[src/rtl/muldiv_scheduler_if.sv]
// ----------------------------------------------------------------------------
// muldiv_scheduler_if
// Bundles every non-clock, non-reset signal of muldiv_scheduler: the MUL and
// DIV reservation-station issue ports, the shared multiply/divide unit port,
// the CDB writeback port, the mispredict flush and the busy status.
//   slave  : the scheduler's view (receives requests, drives acks/unit/CDB)
//   master : the surrounding core's view (RS, unit, CDB arbiter, flush)
// ----------------------------------------------------------------------------
interface muldiv_scheduler_if #(
    parameter int WIDTH = 64,
    parameter int TAG_W = 4
);
    logic             flush;
    logic             multReq;
    logic [TAG_W-1:0] multTag;
    logic [WIDTH-1:0] multA;
    logic [WIDTH-1:0] multB;
    logic             multAck;
    logic             divReq;
    logic [TAG_W-1:0] divTag;
    logic [WIDTH-1:0] divA;
    logic [WIDTH-1:0] divB;
    logic             divAck;
    logic             unitStart;
    logic             unitDiv;
    logic [WIDTH-1:0] unitA;
    logic [WIDTH-1:0] unitB;
    logic [WIDTH-1:0] unitResult;
    logic             cdbReq;
    logic             cdbGrant;
    logic [TAG_W-1:0] cdbTag;
    logic [WIDTH-1:0] cdbValue;
    logic             busy;

    modport slave (
        input  flush,
        input  multReq, multTag, multA, multB,
        output multAck,
        input  divReq, divTag, divA, divB,
        output divAck,
        output unitStart, unitDiv, unitA, unitB,
        input  unitResult,
        output cdbReq, cdbTag, cdbValue,
        input  cdbGrant,
        output busy
    );

    modport master (
        output flush,
        output multReq, multTag, multA, multB,
        input  multAck,
        output divReq, divTag, divA, divB,
        input  divAck,
        input  unitStart, unitDiv, unitA, unitB,
        output unitResult,
        input  cdbReq, cdbTag, cdbValue,
        output cdbGrant,
        input  busy
    );
endinterface

[src/rtl/muldiv_scheduler.sv]
// ----------------------------------------------------------------------------
// muldiv_scheduler
// Shares one fixed-latency multiply/divide unit between the MUL and DIV
// reservation stations. Requests are arbitrated round-robin, the chosen op is
// latched and launched, its latency is counted down, and the captured result
// is held on the CDB until granted.
// Ports:
//   clk    : rising-edge clock
//   reset  : synchronous, active-high; clears state and every output
//   bus    : muldiv_scheduler_if.slave (issue, unit, CDB, flush, busy)
// Acks are combinational; all other outputs come straight from registers.
// ----------------------------------------------------------------------------
module muldiv_scheduler #(
    parameter int WIDTH   = 64,
    parameter int TAG_W   = 4,
    parameter int MUL_LAT = 4,
    parameter int DIV_LAT = 16
) (
    input  logic                clk,
    input  logic                reset,
    muldiv_scheduler_if.slave   bus
);
    localparam int MAX_LAT = (MUL_LAT > DIV_LAT) ? MUL_LAT : DIV_LAT;
    localparam int CNT_W   = (MAX_LAT > 1) ? $clog2(MAX_LAT) : 1;

    typedef enum logic [1:0] {
        ST_IDLE = 2'd0,
        ST_RUN  = 2'd1,
        ST_WB   = 2'd2
    } state_t;

    state_t             state_r;
    state_t             state_nxt_s;
    logic               ptr_div_last_r;
    logic [CNT_W-1:0]   cnt_r;
    logic               unit_start_r;
    logic               unit_div_r;
    logic [WIDTH-1:0]   unit_a_r;
    logic [WIDTH-1:0]   unit_b_r;
    logic [TAG_W-1:0]   tag_r;
    logic [WIDTH-1:0]   cdb_value_r;

    logic               window_s;
    logic               mult_ack_s;
    logic               div_ack_s;
    logic               accept_s;
    logic               div_zero_s;
    logic               cnt_zero_s;
    logic [WIDTH-1:0]   sel_a_s;
    logic [WIDTH-1:0]   sel_b_s;
    logic [TAG_W-1:0]   sel_tag_s;

    // State register.
    always_ff @(posedge clk) begin
        if (reset) begin
            state_r <= ST_IDLE;
        end else begin
            state_r <= state_nxt_s;
        end
    end

    // Next-state logic; flush overrides every transition.
    always_comb begin
        state_nxt_s = state_r;
        case (state_r)
            ST_IDLE: begin
                if (accept_s) begin
                    state_nxt_s = div_zero_s ? ST_WB : ST_RUN;
                end else begin
                    state_nxt_s = ST_IDLE;
                end
            end
            ST_RUN: begin
                if (cnt_zero_s) begin
                    state_nxt_s = ST_WB;
                end else begin
                    state_nxt_s = ST_RUN;
                end
            end
            ST_WB: begin
                if (bus.cdbGrant) begin
                    if (accept_s) begin
                        state_nxt_s = div_zero_s ? ST_WB : ST_RUN;
                    end else begin
                        state_nxt_s = ST_IDLE;
                    end
                end else begin
                    state_nxt_s = ST_WB;
                end
            end
            default: begin
                state_nxt_s = ST_IDLE;
            end
        endcase
        if (bus.flush) begin
            state_nxt_s = ST_IDLE;
        end else begin
            state_nxt_s = state_nxt_s;
        end
    end

    // Output logic: accept window, round-robin acks, status decode.
    always_comb begin
        window_s   = 1'b0;
        mult_ack_s = 1'b0;
        div_ack_s  = 1'b0;
        if (!reset && !bus.flush &&
            ((state_r == ST_IDLE) || ((state_r == ST_WB) && bus.cdbGrant))) begin
            window_s = 1'b1;
        end else begin
            window_s = 1'b0;
        end
        if (window_s) begin
            if (bus.multReq && bus.divReq) begin
                // Tie: serve whoever was not served last.
                mult_ack_s = ptr_div_last_r;
                div_ack_s  = !ptr_div_last_r;
            end else begin
                mult_ack_s = bus.multReq;
                div_ack_s  = bus.divReq;
            end
        end else begin
            mult_ack_s = 1'b0;
            div_ack_s  = 1'b0;
        end
        bus.multAck = mult_ack_s;
        bus.divAck  = div_ack_s;
        bus.cdbReq  = (state_r == ST_WB);
        bus.busy    = (state_r != ST_IDLE);
    end

    // Operand/tag selection for the accepted requester.
    always_comb begin
        accept_s   = mult_ack_s | div_ack_s;
        cnt_zero_s = (cnt_r == {CNT_W{1'b0}});
        if (div_ack_s) begin
            sel_a_s    = bus.divA;
            sel_b_s    = bus.divB;
            sel_tag_s  = bus.divTag;
            div_zero_s = (bus.divB == {WIDTH{1'b0}});
        end else begin
            sel_a_s    = bus.multA;
            sel_b_s    = bus.multB;
            sel_tag_s  = bus.multTag;
            div_zero_s = 1'b0;
        end
    end

    // Datapath: operand latch, latency counter, result capture, RR pointer.
    always_ff @(posedge clk) begin
        if (reset) begin
            ptr_div_last_r <= 1'b1;
            cnt_r          <= {CNT_W{1'b0}};
            unit_start_r   <= 1'b0;
            unit_div_r     <= 1'b0;
            unit_a_r       <= {WIDTH{1'b0}};
            unit_b_r       <= {WIDTH{1'b0}};
            tag_r          <= {TAG_W{1'b0}};
            cdb_value_r    <= {WIDTH{1'b0}};
        end else begin
            // A divide by zero never reaches the unit.
            unit_start_r <= accept_s && !div_zero_s;
            if (accept_s) begin
                ptr_div_last_r <= div_ack_s;
                unit_div_r     <= div_ack_s;
                unit_a_r       <= sel_a_s;
                unit_b_r       <= sel_b_s;
                tag_r          <= sel_tag_s;
                cnt_r          <= div_ack_s ? CNT_W'(DIV_LAT - 1) : CNT_W'(MUL_LAT - 1);
                if (div_zero_s) begin
                    cdb_value_r <= {WIDTH{1'b0}};
                end else begin
                    cdb_value_r <= cdb_value_r;
                end
            end else if ((state_r == ST_RUN) && !bus.flush) begin
                if (cnt_zero_s) begin
                    cdb_value_r <= bus.unitResult;
                end else begin
                    cnt_r <= cnt_r - {{(CNT_W-1){1'b0}}, 1'b1};
                end
            end else begin
                cnt_r <= cnt_r;
            end
        end
    end

    assign bus.unitStart = unit_start_r;
    assign bus.unitDiv   = unit_div_r;
    assign bus.unitA     = unit_a_r;
    assign bus.unitB     = unit_b_r;
    assign bus.cdbTag    = tag_r;
    assign bus.cdbValue  = cdb_value_r;

endmodule
[src/flat_wrapper.sv]
// flat-port wrapper written by rule: the top's interface ports become plain ports
module muldiv_scheduler_flat 
#(
    parameter int WIDTH   = 64,
    parameter int TAG_W   = 4,
    parameter int MUL_LAT = 4,
    parameter int DIV_LAT = 16
)
  (clk, reset, bus_flush, bus_multReq, bus_multTag, bus_multA, bus_multB, bus_multAck, bus_divReq, bus_divTag, bus_divA, bus_divB, bus_divAck, bus_unitStart, bus_unitDiv, bus_unitA, bus_unitB, bus_unitResult, bus_cdbReq, bus_cdbTag, bus_cdbValue, bus_cdbGrant, bus_busy);
  muldiv_scheduler_if #(.WIDTH(WIDTH), .TAG_W(TAG_W)) bus_i ();
  input  logic clk;
  input  logic reset;
  input wire logic [$bits(bus_i.flush)-1:0] bus_flush;
  input wire logic [$bits(bus_i.multReq)-1:0] bus_multReq;
  input wire logic [$bits(bus_i.multTag)-1:0] bus_multTag;
  input wire logic [$bits(bus_i.multA)-1:0] bus_multA;
  input wire logic [$bits(bus_i.multB)-1:0] bus_multB;
  output wire logic [$bits(bus_i.multAck)-1:0] bus_multAck;
  input wire logic [$bits(bus_i.divReq)-1:0] bus_divReq;
  input wire logic [$bits(bus_i.divTag)-1:0] bus_divTag;
  input wire logic [$bits(bus_i.divA)-1:0] bus_divA;
  input wire logic [$bits(bus_i.divB)-1:0] bus_divB;
  output wire logic [$bits(bus_i.divAck)-1:0] bus_divAck;
  output wire logic [$bits(bus_i.unitStart)-1:0] bus_unitStart;
  output wire logic [$bits(bus_i.unitDiv)-1:0] bus_unitDiv;
  output wire logic [$bits(bus_i.unitA)-1:0] bus_unitA;
  output wire logic [$bits(bus_i.unitB)-1:0] bus_unitB;
  input wire logic [$bits(bus_i.unitResult)-1:0] bus_unitResult;
  output wire logic [$bits(bus_i.cdbReq)-1:0] bus_cdbReq;
  output wire logic [$bits(bus_i.cdbTag)-1:0] bus_cdbTag;
  output wire logic [$bits(bus_i.cdbValue)-1:0] bus_cdbValue;
  input wire logic [$bits(bus_i.cdbGrant)-1:0] bus_cdbGrant;
  output wire logic [$bits(bus_i.busy)-1:0] bus_busy;
  assign bus_i.flush = bus_flush;
  assign bus_i.multReq = bus_multReq;
  assign bus_i.multTag = bus_multTag;
  assign bus_i.multA = bus_multA;
  assign bus_i.multB = bus_multB;
  assign bus_multAck = bus_i.multAck;
  assign bus_i.divReq = bus_divReq;
  assign bus_i.divTag = bus_divTag;
  assign bus_i.divA = bus_divA;
  assign bus_i.divB = bus_divB;
  assign bus_divAck = bus_i.divAck;
  assign bus_unitStart = bus_i.unitStart;
  assign bus_unitDiv = bus_i.unitDiv;
  assign bus_unitA = bus_i.unitA;
  assign bus_unitB = bus_i.unitB;
  assign bus_i.unitResult = bus_unitResult;
  assign bus_cdbReq = bus_i.cdbReq;
  assign bus_cdbTag = bus_i.cdbTag;
  assign bus_cdbValue = bus_i.cdbValue;
  assign bus_i.cdbGrant = bus_cdbGrant;
  assign bus_busy = bus_i.busy;
  muldiv_scheduler #(.WIDTH(WIDTH), .TAG_W(TAG_W), .MUL_LAT(MUL_LAT), .DIV_LAT(DIV_LAT)) u_core (.clk(clk), .reset(reset), .bus(bus_i));
endmodule
[config.mk]
export PLATFORM = sky130hd
export DESIGN_NAME = muldiv_scheduler_flat
export DESIGN_NICKNAME = d
export VERILOG_FILES = /design/src/rtl/muldiv_scheduler_if.sv /design/src/rtl/muldiv_scheduler.sv /design/src/flat_wrapper.sv
export SDC_FILE = /design/constraint.sdc
export NUM_CORES = 1
export LEC_CHECK = 0
export BUFFER_PORTS_ARGS = -buffer_cell sky130_fd_sc_hd__buf_2
export CORE_AREA = 2 2 211 213
export CTS_BUF_LIST = sky130_fd_sc_hd__clkbuf_16
export CTS_CLUSTER_DIAMETER = 120
export DETAILED_ROUTE_END_ITERATION = 7
export DIE_AREA = 0 0 213 215
export HOLD_SLACK_MARGIN = 0.05
export SLEW_MARGIN = 10
export SYNTH_ARGS = -nofsm -noshare
export SYNTH_HDL_FRONTEND = slang
export SYNTH_SLANG_ARGS = --single-unit
[constraint.sdc]
create_clock -name clk -period 3.35 [get_ports clk]
set_input_delay 0.5025 -clock clk [delete_from_list [all_inputs] [get_ports clk]]
set_output_delay 0.5025 -clock clk [all_outputs]
set_load 0.05 [all_outputs]
==> results.py, run 1 <==
metrics = {
    "synth": {
        "avgSynthCellArea_um2": 8.50,
        "synth_nets": 1293,
        "synth_area_leaders": "dfxtp_1 (50%), a311oi_1 (14%), nand2_1 (12%)",
        "ys_seq_elements": 205,
        "synth_top_area_share_pct": 50.4,
        "synth-edff-count": 0,
        "syn_area_um2": 8150,
        "synth.distinct_cells": 35,
        "ys.warnings.count": 0,
        "async_reset_ff_share_pct": 0,
        "yosysSeqAreaShare_pct": 50.4,
        "synth_flop_cell": "dfxtp_1",
        "synth_area_leader_cell": "dfxtp_1",
        "syn_inst": 958,
    },
    "worst_setup_path": {
        "critPathRequiredTime_ps": 2850,
        "cp-start-kind": "flop",
        "reg2reg_slack_ps": 790,
        "worst-path-buf-inv": 1,
        "cp.arrival_ps": 2060,
        "slowest_stage": "nor4_1",
        "slowest_delay_ps": 420,
        "timing.rr.end": "u_core.bus.cdbValue[32]",
        "critPathLaunch": "u_core.state_r[1]",
        "r2r_cells": 7,
        "cp.depth": 5,
        "critPathKind": "flop to output port",
        "critPathMaxFanout": 8,
        "cp_cell_sequence": "nor2b_1 > nor4_1 > nand2_1 > a21oi_1 > buf_2",
        "rr_startpoint": "u_core.cnt_r[0]",
        "crit_path_end_kind": "output port",
        "crit_family": "simple AND/OR/NAND/NOR gates",
    },
    "placement": {
        "hpwl_um": 24500,
        "gp_congestion": 0.881,
        "io_buffers": 535,
    },
    "drt": {
        "ant_nets": 0,
        "viasPerCell": 4.38,
        "wire_per_inst_um": 15.6,
        "first_pass_iters": 5,
        "drt_iter0_drc": 446,
        "wl_um": 32400,
        "route.vias.total": 9079,
        "drcViolationCount": 0,
    },
    "power_and_ir_drop": {
        "ir_drop_mv": 0.317,
        "p_leak_uw": 0.00581,
        "total_power_uw": 6400,
        "powerDensity_nw_per_um2": 521,
    },
    "cts": {
        "cts_tree": "built",
        "ctsHoldBuffers": 0,
        "htreeDepth": 1,
        "cts_resized": 0,
        "clk_path_buf_depth": 3,
        "cts_root_buffer": "clkbuf_16",
        "post_cts_buffers": 0,
        "clk_pin_slew_ps": 70,
        "clk_latency_ps": 530,
        "numCtsBuffers": 24,
        "cts_sinks": 205,
    },
    "job": {
        "drv_cap": 0,
    },
    "global_route": {
        "grt_start_max_net_pins": 135,
        "grt_pass1_wl_um": 47600,
        "grt_pass1_vias": 8772,
        "antenna_found_initial": 2,
        "grt_usage_pct": 13.2,
        "overflow": 0,
    },
    "worst_hold_path": {
        "hold_path_end": "u_core.bus.cdbValue[43]",
        "hold_path.startpoint": "bus_unitResult[43]",
        "worst_hold_path_type": "primary input to flop",
        "whs_path_depth": 2,
    },
    "final_layout": {
        "n_fill_cell": 4729,
        "regArea_um2": 4100,
        "fin_util_pct": 28.1,
        "drive_gt1_share_pct": 40.8,
        "multi_input_area_um2": 3630,
        "nets": 1795,
        "area_growth_pct": 50.7,
    },
    "timing": {
        "slew_viol_final": 0,
        "finalSetupViolCount": 0,
        "fin_crit_ps": 2560,
        "rsz0062_at_grt": "no",
        "post-route-period-util_pct": 76.5,
        "fin_hold_ws_ps": 179,
        "setup_tns_ps": 0,
        "hold_viol": 0,
        "worst_pin_slew_ps": 847,
        "fmax_mhz": 390,
        "skew_ps": 12.8,
        "max_slew_margin_pct": 43.5,
    },
    "floorplan": {
        "pin_count": 536,
        "start_util_pct": 18.7,
        "fp.dieW_um": 213,
        "core_um2": 43600,
        "die-area_um2": 45800,
        "dieHeight_um": 215,
        "num_rows": 77,
    },
    "status": {
        "status": "finished clean",
    },
}
==> placed cells by master, fill, tap and decap left out, types with 3 or more instances in the layout <==
cell and instances:
bufinv_16 3, clkbuf_16 25, clkinv_2 3, clkinv_1 6, nand2_1 271, buf_4 23, a22o_1 64, buf_2 534
o21ai_0 3, nor4_1 17, a21oi_1 5, nor2_1 138, nand4_1 4, a311oi_1 132, dfxtp_1 205, buf_12 7
inv_1 10
==> area by class of cell <==
| type | count | share of cell area, % |
|---|---|---|
| diodes | 2 | 0.0408 |
| clock buffers | 25 | 5.10 |
| clock inverters | 18 | 1.29 |
| inverters | 7 | 0.234 |
| multi-input cells | 658 | 29.5 |
| flip-flops and latches | 205 | 33.4 |
| well taps | 592 | 6.03 |
| repair buffers | 564 | 24.3 |
==> routing by layer <==
layer  vias up  track usage (%)  wire length, µm
met5         -                0                0
met4         0             5.17             1050
met3        63             5.11             3810
met2       438             23.2            15500
met1      4140             14.0            12000
li1       4438                -                -
==> cells in the mapped netlist, types with 5 or more instances <==
master      n
dfxtp_1   205
clkbuf_1   52
buf_2      20
inv_1       6
buf_6       7
nor4_1     17
a21oi_1     5
nor2_1    138
a22o_1     64
buf_1       9
nand2_1   271
a311oi_1  132
==> power by group <==
part	switching, µW	internal (µW)	total [µW]
Sequential	62.8	2560	2620
Clock	1050	1570	2620
Combinational	789	366	1160
==> worst max-delay path by stage <==
stage	slack (ps)	end
final	790	bus_multAck
after global routing	560	bus_multAck
after CTS	710	bus_multAck
after detailed placement	270	u_core.bus.cdbValue[45]
after global placement	330	u_core.bus.cdbValue[52]
after floorplan	970	bus_multAck
==> metrics by stage <==
| step | setup WS, ps | instances | cell area [µm²] |
|---|---|---|---|
| 5_1_grt | 564 | 2069 | 12300 |
| 4_1_cts | 713 | 2069 | 12300 |
| 2_1_floorplan | 973 | 958 | 8150 |
| 6_report | 786 | 2071 | 12300 |
| 3_3_place_gp | 327 | 2026 | 11500 |
| 3_5_place_dp | 268 | 2026 | 11500 |
==> cells by family (layout without fill, tap and decap cells) <==
logic type	Yosys count	in the layout	synth area share [%]
flops	205	205	50.4
other cells	0	2	0
simple gates	441	441	21.4
buf+inv	95	614	5.33
fa+ha+maj	1	1	0.154
compound gates	215	215	22.6
xor+xnor	1	1	0.108
==> flip-flops by register name, indices dropped and copies added, names as in the netlist <==
| register | count |
|---|---|
| u_core.bus.cdbValue | 64 |
| u_core.bus.unitA | 64 |
| u_core.bus.unitB | 64 |
| u_core.bus.cdbTag | 4 |
| u_core.cnt_r | 4 |
| u_core.state_r | 2 |
| u_core.bus.unitDiv | 1 |
| u_core.bus.unitStart | 1 |
| u_core.ptr_div_last_r | 1 |
==> worst reg2reg max path: cells and delay by family, from the launching register on <==
| kind | cells | cell delay, ps |
|---|---|---|
| and+or+nand+nor | 3 | 1080 |
| buffers and inverters | 2 | 620 |
| DFF | 1 | 310 |
| AOI/OAI and AO/OA | 1 | 300 |
| adders and majority gates | 1 | 180 |
Power figures use the tool's default switching activity.
==> run 2: changes to the inputs <==
- ABC_AREA: default -> 1
- CORE_AREA: 2 2 211 213 -> 2 2 208 210
- DIE_AREA: 0 0 213 215 -> 0 0 210 212
- clock period: 3.35 -> 2.6 ns (I/O delays scaled with it)
==> run 2 against run 1 <==
Largest cell class unchanged. Global-route usage up 0.70 points. Total power rose by 25%. Hold slack worse by 63 ps. First-iteration DRC count grew 67%. Area after synthesis up 2.4%. Cell count up 5.6%.
==> results.py, run 2 <==
metrics = {
    "timing": {
        "rsz0062_at_grt": "no",
        "max_slew_margin_pct": 52.0,
        "setup_tns_ps": 0,
        "hold_viol": 0,
        "slew_viol_final": 0,
        "worst_pin_slew_ps": 719,
        "skew_ps": 11.4,
        "finalSetupViolCount": 0,
        "fin_crit_ps": 2400,
        "post-route-period-util_pct": 92.3,
        "fmax_mhz": 416,
    },
    "worst_setup_path": {
        "r2r_cells": 8,
        "critPathKind": "flop to output port",
        "slowest_delay_ps": 380,
        "cp.arrival_ps": 2010,
        "slowest_stage": "a211oi_2",
        "rr_startpoint": "u_core.state_r[1]",
        "timing.rr.end": "u_core.bus.cdbValue[51]",
        "cp_cell_sequence": "a211oi_2 > nand2_4 > inv_4 > buf_2",
        "reg2reg_slack_ps": 570,
        "crit_path_end_kind": "output port",
        "worst-path-buf-inv": 2,
        "cp.depth": 4,
        "critPathRequiredTime_ps": 2210,
        "cp-start-kind": "flop",
        "crit_family": "buffers and inverters",
        "critPathMaxFanout": 21,
    },
    "drt": {
        "first_pass_iters": 7,
        "ant_nets": 0,
        "viasPerCell": 4.45,
        "wire_per_inst_um": 15.2,
        "route.vias.total": 9745,
        "wl_um": 33300,
        "drcViolationCount": 0,
        "drt_iter0_drc": 743,
    },
    "floorplan": {
        "fp.dieW_um": 210,
        "core_um2": 42500,
        "dieHeight_um": 212,
        "pin_count": 536,
        "num_rows": 76,
        "start_util_pct": 19.6,
        "die-area_um2": 44500,
    },
    "global_route": {
        "grt_start_max_net_pins": 135,
        "grt_pass1_vias": 9027,
        "grt_usage_pct": 13.9,
        "overflow": 0,
        "grt_pass1_wl_um": 49400,
        "antenna_found_initial": 0,
    },
    "job": {
        "drv_cap": 0,
    },
    "worst_hold_path": {
        "worst_hold_path_type": "primary input to flop",
        "hold_path_end": "u_core.bus.cdbValue[15]",
        "hold_path.startpoint": "bus_unitResult[15]",
        "whs_path_depth": 3,
    },
    "synth": {
        "synth_flop_cell": "dfxtp_1",
        "ys_seq_elements": 205,
        "syn_inst": 1140,
        "avgSynthCellArea_um2": 7.31,
        "synth.distinct_cells": 24,
        "synth_nets": 1475,
        "ys_top_cells_by_count": "nand2_1 (424), dfxtp_1 (205), o21ai_0 (137)",
        "yosysSeqAreaShare_pct": 49.2,
        "synth-edff-count": 0,
        "synth_top_area_share_pct": 49.2,
        "async_reset_ff_share_pct": 0,
        "ys.warnings.count": 0,
        "syn_area_um2": 8340,
        "synth_area_leader_cell": "dfxtp_1",
        "synth.most_common_cell": "nand2_1",
        "synth_area_leaders": "dfxtp_1 (49%), nand2_1 (19%), a31oi_1 (9.9%)",
    },
    "power_and_ir_drop": {
        "total_power_uw": 7980,
        "ir_drop_mv": 0.327,
        "powerDensity_nw_per_um2": 652,
        "p_leak_uw": 0.00586,
    },
    "cts": {
        "ctsHoldBuffers": 0,
        "cts_root_buffer": "clkbuf_16",
        "numCtsBuffers": 24,
        "cts_tree": "built",
        "clk_latency_ps": 530,
        "clk_pin_slew_ps": 60,
        "cts_resized": 0,
        "htreeDepth": 1,
        "clk_path_buf_depth": 3,
        "post_cts_buffers": 0,
        "cts_sinks": 205,
    },
    "placement": {
        "io_buffers": 535,
        "gp_congestion": 0.930,
        "hpwl_um": 24600,
        "placed_cell_area_um2": 11500,
    },
    "final_layout": {
        "diodes": 0,
        "drive_gt1_share_pct": 36.2,
        "design_area_um2": 12200,
        "layout_commonest_cell": "buf_2",
        "final_cell_mix": "buf_2 (535), nand2_1 (424), dfxtp_1 (205)",
        "fin_util_pct": 28.8,
        "nets": 1963,
        "area_growth_pct": 46.8,
    },
    "status": {
        "status": "finished clean",
    },
}
[run 2: cell count changes in the layout (fill, tap and decap cells not counted), moves of 4 or more]
cell and change:
a21oi_1 +67, a22o_1 -64, a311oi_1 -132, a31oi_1 +132, buf_4 -11, inv_1 +6
nand2_1 +153, nand4_1 -4, nor2_1 -88, nor4_1 -17, o21ai_0 +134
[run 2: worst max path at each step]
stage,start,to,slack [ps]
after floorplan,bus_flush,bus_divAck,750
after global placement,reset,u_core.bus.unitA[12],260
after detailed placement,bus_flush,u_core.bus.cdbValue[51],250
after CTS,u_core.state_r[1],bus_divAck,140
after global routing,u_core.state_r[1],bus_divAck,40
final,u_core.state_r[1],bus_divAck,200
[run 2: through the flow]
stage / worst slack [ps] / hold slack [ps] / cells
2_1_floorplan: 749 / 451 / 1140
3_3_place_gp: 264 / 444 / 2148
3_5_place_dp: 253 / 450 / 2148
4_1_cts: 144 / 82.7 / 2188
5_1_grt: 39.0 / 95.3 / 2188
6_report: 199 / 116 / 2188
[run 2: where the power goes]
part           switching [µW]  internal, µW  total, µW
combinational            1030           442       1480
clock                    1320          1820       3130
sequential               74.2          3300       3370
total                    2420          5560       7980
[run 2: cell families after synthesis]
kind of cell | share of synthesized area, %
AOI/OAI and AO/OA | 22.8
xor gates and xnor gates | 0.210
and+or+nand+nor | 21.8
DFF | 49.2
adders and majority gates | 0.150
buffers and inverters | 5.78
[run 2: worst register-to-register path: cells and delay by family, from the launching register on]
kind,cells,cell delay (ps)
compound gates,2,530
buf+inv,2,550
flops,1,330
simple gates,4,520
[run 2: final cells by class]
type	instances	area, µm²
Sequential cell	205	4100
Tap cell	546	683
Multi-Input combinational cell	828	3760
Clock buffer	25	626
Clock inverter	15	93.8
Fill cell	4723	30300
Inverter	15	65.1
Timing Repair Buffer	554	2910
[run 2: routing by layer]
layer	vias up	global-route usage, %	share of wire (%)
li1	4816	-	-
met1	4382	16.0	39
met2	471	24.0	48
met3	74	3.63	8.8
met4	2	6.73	4.3
met5	-	0	0.15
==> run 3: changes to the inputs <==
- CORE_AREA: 2 2 208 210 -> 2 2 209 211
- DIE_AREA: 0 0 210 212 -> 0 0 211 213
- clock period: 2.6 -> 2 ns (I/O delays scaled with it)
==> run 3 against run 2 <==
The run now ends with negative setup slack left. Core utilization rose by 7.8 points. First-iteration DRC count is 4.2% lower. Sequential power grew 30%. Die area grew 0.95%. Critical path depth grew 2. Total power increased by 42%. Hold slack worse by 49 ps. Combinational power increased by 70%. Via count up 16%. Clock power rose by 42%. Critical endpoint is now bus_multAck. Clock skew fell by 4.0 ps. Critical path type unchanged.
==> results.py, run 3 (synthesis gave the netlist of run 2 again) <==
metrics = {
    "status": {
        "status": "finished with violations",
        "violations": "negative setup slack",
    },
    "placement": {
        "dpl.cell_count": 2159,
        "placed_cell_area_um2": 11600,
        "io_buffers": 535,
        "hpwl_um": 25200,
        "gp_congestion": 0.934,
    },
    "final_layout": {
        "drive_gt1_share_pct": 32.9,
        "fin_cells": 2475,
        "area_growth_pct": 87.1,
        "layout_commonest_cell": "buf_2",
        "design_area_um2": 15600,
        "final_cell_mix": "buf_2 (497), nand2_1 (406), dlygate4sd3_1 (291)",
        "nets": 2246,
    },
    "cts": {
        "cts_root_buffer": "clkbuf_16",
        "cts_tree": "built",
        "clk_path_buf_depth": 3,
        "clk_latency_ps": 530,
        "clk_pin_slew_ps": 60,
        "htreeDepth": 1,
        "cts_sinks": 205,
        "numCtsBuffers": 24,
    },
    "drt": {
        "wl_um": 40900,
        "wire_per_inst_um": 16.5,
        "route.vias.total": 11349,
        "first_pass_iters": 5,
        "drt_iter0_drc": 712,
        "ant_nets": 0,
        "drcViolationCount": 0,
        "viasPerCell": 4.59,
    },
    "global_route": {
        "grt_pass1_wl_um": 58200,
        "grt_start_max_net_pins": 137,
        "overflow": 0,
        "grt_pass1_vias": 11406,
        "antenna_found_initial": 3,
        "grt_usage_pct": 16.3,
    },
    "worst_setup_path": {
        "slowest_stage": "dfxtp_2",
        "critPathRequiredTime_ps": 1700,
        "cp_cell_sequence": "a211oi_2 > buf_4 > o211ai_1 > inv_1 > buf_12 > buf_12",
        "cp-start-kind": "flop",
        "cp.arrival_ps": 1730,
        "critPathMaxFanout": 2,
        "cpMostUsedCell": "buf_12",
        "r2r_cells": 7,
        "slowest_delay_ps": 320,
        "crit_path_end_kind": "output port",
        "critPathKind": "flop to output port",
    },
    "timing": {
        "finalSetupViolCount": 2,
        "hold_viol": 0,
        "fin_crit_ps": 2030,
        "max_slew_margin_pct": 44.0,
        "post-route-period-util_pct": 101,
        "setup_ws_ps": -28.4,
        "slew_viol_final": 0,
        "skew_ps": 7.33,
        "worst_pin_slew_ps": 841,
        "rsz0062_at_grt": "yes",
        "fin_hold_ws_ps": 67.6,
        "fmax_mhz": 493,
    },
    "floorplan": {
        "dieHeight_um": 213,
        "fp.dieW_um": 211,
        "pin_count": 536,
        "die-area_um2": 44900,
        "num_rows": 76,
        "core_um2": 42700,
        "start_util_pct": 19.5,
    },
    "power_and_ir_drop": {
        "swShare_pct": 30.2,
        "pwr-share-comb_pct": 22.2,
        "total_power_uw": 11300,
        "seqPwrFrac_pct": 38.7,
        "clkPwrFrac_pct": 39.1,
        "powerDensity_nw_per_um2": 727,
        "power.internal_uw": 7920,
        "p_leak_uw": 0.00719,
        "switchingPower_uw": 3420,
        "ir_drop_mv": 0.504,
    },
    "job": {
        "drv_cap": 0,
    },
    "worst_hold_path": {
        "whs_path_depth": 3,
        "worst_hold_path_type": "primary input to flop",
    },
}
run 3: area by class of cell:
type	count	area, µm²
Multi-Input combinational cell	828	3920
Clock inverter	18	158
Tap cell	546	683
Timing Repair Buffer	837	6030
Antenna cell	1	2.50
Fill cell	4182	27100
Sequential cell	205	4110
Clock buffer	25	626
Inverter	15	75.1
run 3: per-layer routing:
layer,share of wire (%),vias up,global-route usage [%]
met2,49,669,29.2
met5,0.044,-,0
met3,8.3,141,4.18
li1,-,5392,-
met4,5.7,2,10.1
met1,37,5145,17.1
run 3: through the flow:
step                      utilization (%)  setup slack, ps  setup TNS (ps)
after floorplan                         -              325               0
after global placement               27.3            -37.1           -1950
after detailed placement             27.3            -41.4           -1250
after CTS                            36.1             -173            -173
after global routing                 36.5             -166            -371
final                                36.5            -28.4           -52.1
run 3: worst paths after layout:
kind | start | end | slack, ps
setup / recovery | u_core.state_r[1] | bus_multAck | -30
hold / removal | bus_divB[51] | u_core.bus.unitB[51] | 70
setup reg to reg | u_core.state_r[1] | u_core.bus.unitB[22] | -20
hold reg to reg | u_core.bus.cdbValue[38] | u_core.bus.cdbValue[38] | 460
run 3: critical path, delay by kind of cell, from the launching register on:
family                 cells  cell delay, ps
buffers and inverters      4             540
DFF                        1             320
AOI/OAI and AO/OA          2             340
run 3: power groups by stage:
stage          clock network [µW]  registers (µW)  logic [µW]
6_report                     4430            4390        2520
5_1_grt                      4680            4410        2670
4_1_cts                      4530            4380        2420
3_5_place_dp                    0            4470        1950
3_3_place_gp                    0            4460        1940
2_1_floorplan                   0            5130         528
run 3: repair_timing:
action                                  4_1_cts  5_1_grt
hold buffers                                296        0
endpoints found under the setup margin        2       66
gates cloned                                  0        6
pin swaps                                     1       31
setup buffers                                 2        4
endpoints found under the hold margin       189        0
resized for setup                            11       68
